## src/rtl/fetch_unit.sv

```systemverilog
// Instruction fetch unit: one-outstanding imem requester feeding a first-word-fall-through queue.
// Optional stall/flush performance counters are built when FETCH_PERF_EN is defined.
module fetch_unit #(
  parameter int unsigned XLEN = 32,
  parameter int unsigned DEPTH = 4,
  parameter logic [XLEN-1:0] RESET_PC = '0
) (
  input  logic                     clock,
  input  logic                     reset,
  output logic                     imem_req,
  output logic [XLEN-1:0]          imem_addr,
  input  logic                     imem_ack,
  input  logic [31:0]              imem_rdata,
  input  logic                     redirect,
  input  logic [XLEN-1:0]          redirect_pc,
  output logic                     f_valid,
  input  logic                     f_ready,
  output logic [31:0]              f_instruction,
  output logic [XLEN-1:0]          f_pc,
  output logic [XLEN-1:0]          f_pc_plus4,
  output logic [$clog2(DEPTH):0]   q_count,
  output logic [31:0]              perf_stall,
  output logic [31:0]              perf_flush
);

  localparam int unsigned PW = $clog2(DEPTH);
  localparam int unsigned CW = PW + 1;

  // DRAIN doubles as the discard flag: the outstanding response must be dropped.
  typedef enum logic [1:0] {
    ST_IDLE,
    ST_WAIT,
    ST_DRAIN
  } state_t;

  state_t          state_q, state_d;
  logic [XLEN-1:0] pc_q, pc_d;
  logic [XLEN-1:0] tag_q, tag_d;
  logic [CW-1:0]   count_q, count_d;
  logic [PW-1:0]   rd_ptr_q, rd_ptr_d;
  logic [PW-1:0]   wr_ptr_q, wr_ptr_d;
  logic [31:0]     instr_mem_q [DEPTH];
  logic [XLEN-1:0] pc_mem_q [DEPTH];

  logic issue;
  logic push;
  logic pop;

  assign issue = (state_q == ST_IDLE) && (count_q < CW'(DEPTH)) && !redirect && reset;
  assign push  = (state_q == ST_WAIT) && imem_ack && !redirect;
  assign pop   = f_valid && f_ready && !redirect;

  assign imem_req      = issue;
  assign imem_addr     = pc_q;
  assign q_count       = count_q;
  assign f_valid       = (count_q != '0);
  assign f_instruction = f_valid ? instr_mem_q[rd_ptr_q] : '0;
  assign f_pc          = f_valid ? pc_mem_q[rd_ptr_q] : '0;
  assign f_pc_plus4    = f_valid ? (pc_mem_q[rd_ptr_q] + XLEN'(4)) : '0;

  always_comb begin
    state_d  = state_q;
    pc_d     = pc_q;
    tag_d    = tag_q;
    count_d  = count_q;
    rd_ptr_d = rd_ptr_q;
    wr_ptr_d = wr_ptr_q;

    // An ack that coincides with a redirect retires the request, so no drain is needed.
    case (state_q)
      ST_IDLE:  if (issue) state_d = ST_WAIT;
      ST_WAIT: begin
        if (imem_ack)      state_d = ST_IDLE;
        else if (redirect) state_d = ST_DRAIN;
      end
      ST_DRAIN: if (imem_ack) state_d = ST_IDLE;
      default:  state_d = ST_IDLE;
    endcase

    if (issue) begin
      pc_d  = pc_q + XLEN'(4);
      tag_d = pc_q;
    end
    if (redirect) pc_d = redirect_pc;

    if (redirect) begin
      count_d  = '0;
      rd_ptr_d = '0;
      wr_ptr_d = '0;
    end else begin
      if (push) wr_ptr_d = wr_ptr_q + PW'(1);
      if (pop)  rd_ptr_d = rd_ptr_q + PW'(1);
      case ({push, pop})
        2'b10:   count_d = count_q + CW'(1);
        2'b01:   count_d = count_q - CW'(1);
        default: count_d = count_q;
      endcase
    end
  end

  always_ff @(posedge clock or negedge reset) begin
    if (!reset) begin
      state_q  <= ST_IDLE;
      pc_q     <= RESET_PC;
      tag_q    <= '0;
      count_q  <= '0;
      rd_ptr_q <= '0;
      wr_ptr_q <= '0;
    end else begin
      state_q  <= state_d;
      pc_q     <= pc_d;
      tag_q    <= tag_d;
      count_q  <= count_d;
      rd_ptr_q <= rd_ptr_d;
      wr_ptr_q <= wr_ptr_d;
    end
  end

  // Queue storage needs no reset; head outputs are masked while the queue is empty.
  always_ff @(posedge clock) begin
    if (push) begin
      instr_mem_q[wr_ptr_q] <= imem_rdata;
      pc_mem_q[wr_ptr_q]    <= tag_q;
    end
  end

`ifdef FETCH_PERF_EN
  logic [31:0] stall_cnt_q, stall_cnt_d;
  logic [31:0] flush_cnt_q, flush_cnt_d;

  always_comb begin
    stall_cnt_d = stall_cnt_q;
    flush_cnt_d = flush_cnt_q;
    if (f_valid && !f_ready && (stall_cnt_q != '1)) stall_cnt_d = stall_cnt_q + 32'd1;
    if (redirect && (flush_cnt_q != '1))            flush_cnt_d = flush_cnt_q + 32'd1;
  end

  always_ff @(posedge clock or negedge reset) begin
    if (!reset) begin
      stall_cnt_q <= '0;
      flush_cnt_q <= '0;
    end else begin
      stall_cnt_q <= stall_cnt_d;
      flush_cnt_q <= flush_cnt_d;
    end
  end

  assign perf_stall = stall_cnt_q;
  assign perf_flush = flush_cnt_q;
`else
  assign perf_stall = '0;
  assign perf_flush = '0;
`endif

endmodule

```

## config.mk

```make
export PLATFORM = sky130hd
export DESIGN_NAME = fetch_unit
export DESIGN_NICKNAME = d
export VERILOG_FILES = /design/src/rtl/fetch_unit.sv
export SDC_FILE = /design/constraint.sdc
export NUM_CORES = 1
export LEC_CHECK = 0
export CORE_MARGIN = 4
export CORE_UTILIZATION = 48
export DETAILED_ROUTE_END_ITERATION = 6
export PLACE_DENSITY = 0.86
export SYNTH_ARGS = -nofsm -noshare
export SYNTH_HDL_FRONTEND = slang
export SYNTH_SLANG_ARGS = --single-unit
```

## constraint.sdc

```tcl
create_clock -name clock -period 3 [get_ports clock]
set_input_delay 0.6 -clock clock [delete_from_list [all_inputs] [get_ports clock]]
set_output_delay 0.6 -clock clock [all_outputs]
set_load 0.01 [all_outputs]
```

==> flow_metrics.tcl <==
set metrics [dict create \
    die_w_um 183 \
    skew_ns 0.0199 \
    grtUsageTotal 0.219 \
    cp-end-kind "output port" \
    die_area_um2 33400 \
    cp_common_cell "buf_6" \
    antenna_found_initial 1 \
    drt_wl_total_um 39100 \
    violations "setup timing" \
    ys_seq_area_frac 0.649 \
    grt.overflow.total 0 \
    ctsHoldBuffers 0 \
    syn_inst 1015 \
    clk_path_buf_depth 3 \
    clk_pin_slew_worst_paths_ns 0.06 \
    ioPinCount 266 \
    final_common_cell "edfxtp_1" \
    drtIter0Drc 1041 \
    path_class "reg -> out" \
    drive_gt1_frac 0.297 \
    cts_root_buffer "clkbuf_16" \
    leakagePower_nw 7.76 \
    yosys_warnings 0 \
    wire_per_inst_um 22.2 \
    slowest_delay_ns 0.56 \
    ys_seq_elements 329 \
    worst_slack_ns -0.778 \
    synth-async-reset-ratio 0.222 \
    peakVddDrop_mv 0.381 \
    critPathSlowestCell "dfrtp_4" \
    stdcell_count 1761 \
    die-height_um 183 \
    cts_sinks 329 \
    worstMarginPinSlew_ns 0.968 \
    fin_crit_sh 1.26 \
    setup_viol 38 \
    finalHoldViolCount 0 \
    grt_pass1_wl_um 57900 \
    status "complete, but fails checks" \
    numCtsBuffers 34 \
    drc 0 \
    first_pass_iters 7 \
    max_freq_mhz 265 \
    portBuffers 201 \
    ys.flop_type "edfxtp_1" \
    fin_setup_tns_ns -15.64 \
    area_growth_pct 33.7 \
    finalPower_mw 12.0 \
    fill_cells 2001 \
    place_inst 1643 \
    cts_tree "done" \
    hpwl_um 23200 \
    crit_fanout 6 \
    grt_pass1_vias 9909 \
    grt_max_degree 75 \
    netlist_area_um2 14700 \
    worstSetupStartpointType "flip-flop" \
    start_util 0.491 \
    htreeDepth 2 \
    synth_cell_types 60 \
    drv_slew 0 \
    power_density_nw_per_um2 613 \
    cp_data_required_time_ns 2.40 \
    post_drt_via_cell_ratio 5.64 \
    dp_slack_ns -0.600 \
    fin_util 0.656 \
    clk_latency_ns 0.51 \
    arrival_ns 3.18 \
    synth_edf_count 256 \
    crit_chain "mux4_2, ha_4, nand2_4, o22ai_2, nand4_1, buf_6, buf_6, or4_4, a21oi_2, buf_2" \
    maxSlewHeadroom 0.355 \
    drv_cap 0 \
    final_cell_mix "edfxtp_1, nand2_1, clkdlybuf4s50_1, buf_6" \
    postSynthAreaPerCell_um2 14.4 \
    rsz0062_at_grt "true" \
    hp-class "in -> async" \
    coreArea_um2 29900 \
    via_count 9935 \
    rows 63 \
    period_needed_ns 3.78 \
    nets 1421 \
    place_congestion 0.864 \
    drtAntennaViolNets 0 \
]
[logic make-up (layout without fill, tap and decap cells)]
kind of cell	after synthesis	in the layout	share of synthesized area
other	1	65	0.000256
and+or+nand+nor	345	345	0.121
muxes	81	81	0.114
xor gates and xnor gates	12	12	0.00717
adders and majority gates	7	7	0.00649
DFF	329	329	0.649
buffers and inverters	136	428	0.0564
AOI/OAI and AO/OA	104	104	0.0457
[cells in the mapped netlist (9+ instances only)]
| master | count | share of area |
|---|---|---|
| a21oi_1 | 24 | 0.0082 |
| and2_1 | 74 | 0.032 |
| buf_4 | 68 | 0.035 |
| clkbuf_1 | 33 | 0.0085 |
| dfrtp_1 | 73 | 0.12 |
| edfxtp_1 | 256 | 0.52 |
| inv_1 | 19 | 0.0049 |
| mux2_2 | 13 | 0.010 |
| mux4_1 | 9 | 0.016 |
| mux4_2 | 54 | 0.083 |
| nand2_1 | 115 | 0.029 |
| nand3_1 | 20 | 0.0068 |
| nand4_1 | 19 | 0.0081 |
| nor2_1 | 46 | 0.012 |
| nor3_1 | 14 | 0.0048 |
| nor4_1 | 9 | 0.0038 |
| o21ai_0 | 33 | 0.011 |
[power breakdown]
| part | total (mW) | switching [mW] | internal (mW) |
|---|---|---|---|
| Clock | 4.01 | 1.70 | 2.32 |
| Sequential | 5.53 | 0.302 | 5.23 |
| Combinational | 2.47 | 1.20 | 1.27 |
[layer usage]
layer / wire [um] / GRT usage / vias up / share of wire
li1: - / - / 4358 / -
met3: 3200 / 0.0413 / 85 / 0.082
met1: 15600 / 0.312 / 4962 / 0.40
met4: 1110 / 0.0537 / 0 / 0.028
met2: 19200 / 0.355 / 530 / 0.49
met5: 0 / 0 / - / 0
[per-stage QoR]
step | hold slack, ns | cell area, um^2
final | 0.365 | 19600
after global routing | 0.432 | 19600
after global placement | 0.490 | 17500
after floorplan | 0.304 | 14900
after detailed placement | 0.508 | 17500
after CTS | 0.383 | 19100
[path summary, 6_finish.rpt]
| check | start | to | slack (ns) | cells past startpoint |
|---|---|---|---|---|
| setup / recovery | rd_ptr_q[0] | f_pc_plus4[16] | -0.78 | 10 |
| hold / removal | reset | imem_addr[23] | 0.37 | 2 |
| setup reg to reg | q_count[1] | q_count[2] | 0.36 | 8 |
| hold reg to reg | tag_q[0] | pc_mem_q[0][0] | 0.51 | 0 |
| max in group asynchronous | reset | rd_ptr_q[0] | 1.93 | 2 |
| min in group clock | tag_q[0] | pc_mem_q[0][0] | 0.51 | 0 |
[worst max-delay path, delay by kind of cell, from the launching register on]
| family | cells | cell delay (ns) |
|---|---|---|
| DFF | 1 | 0.56 |
| muxes | 1 | 0.43 |
| AOI/OAI and AO/OA | 2 | 0.31 |
| and+or+nand+nor | 3 | 0.74 |
| buffers and inverters | 3 | 0.45 |
| adders and majority gates | 1 | 0.17 |
[registers in the layout, summed over array words and instances, names as in the netlist]
| name | count |
|---|---|
| instr_mem_q | 128 |
| pc_mem_q | 128 |
| imem_addr | 32 |
| tag_q | 32 |
| q_count | 3 |
| rd_ptr_q | 2 |
| state_q | 2 |
| wr_ptr_q | 2 |
[final cells by class]
type,instances,area [um^2],share of cell area
repair buffers,346,3490,0.178
repair inverters,1,7.51,0.000383
flip-flops and latches,329,9520,0.486
inverters,20,78.8,0.00402
diodes,1,2.50,0.000128
clock buffers,46,906,0.0462
clock inverters,15,153,0.00779
well taps,390,488,0.0249
multi-input cells,613,4950,0.253
[what timing repair did]
action / CTS / global route
endpoints found under the hold margin: 0 / 0
buffers inserted: 32 / 29
endpoints found under the setup margin: 97 / 78
pin swaps: 36 / 22
gates cloned: 3 / 2
gates resized for setup: 332 / 124
Note: power is estimated with default switching activity, not from simulation.
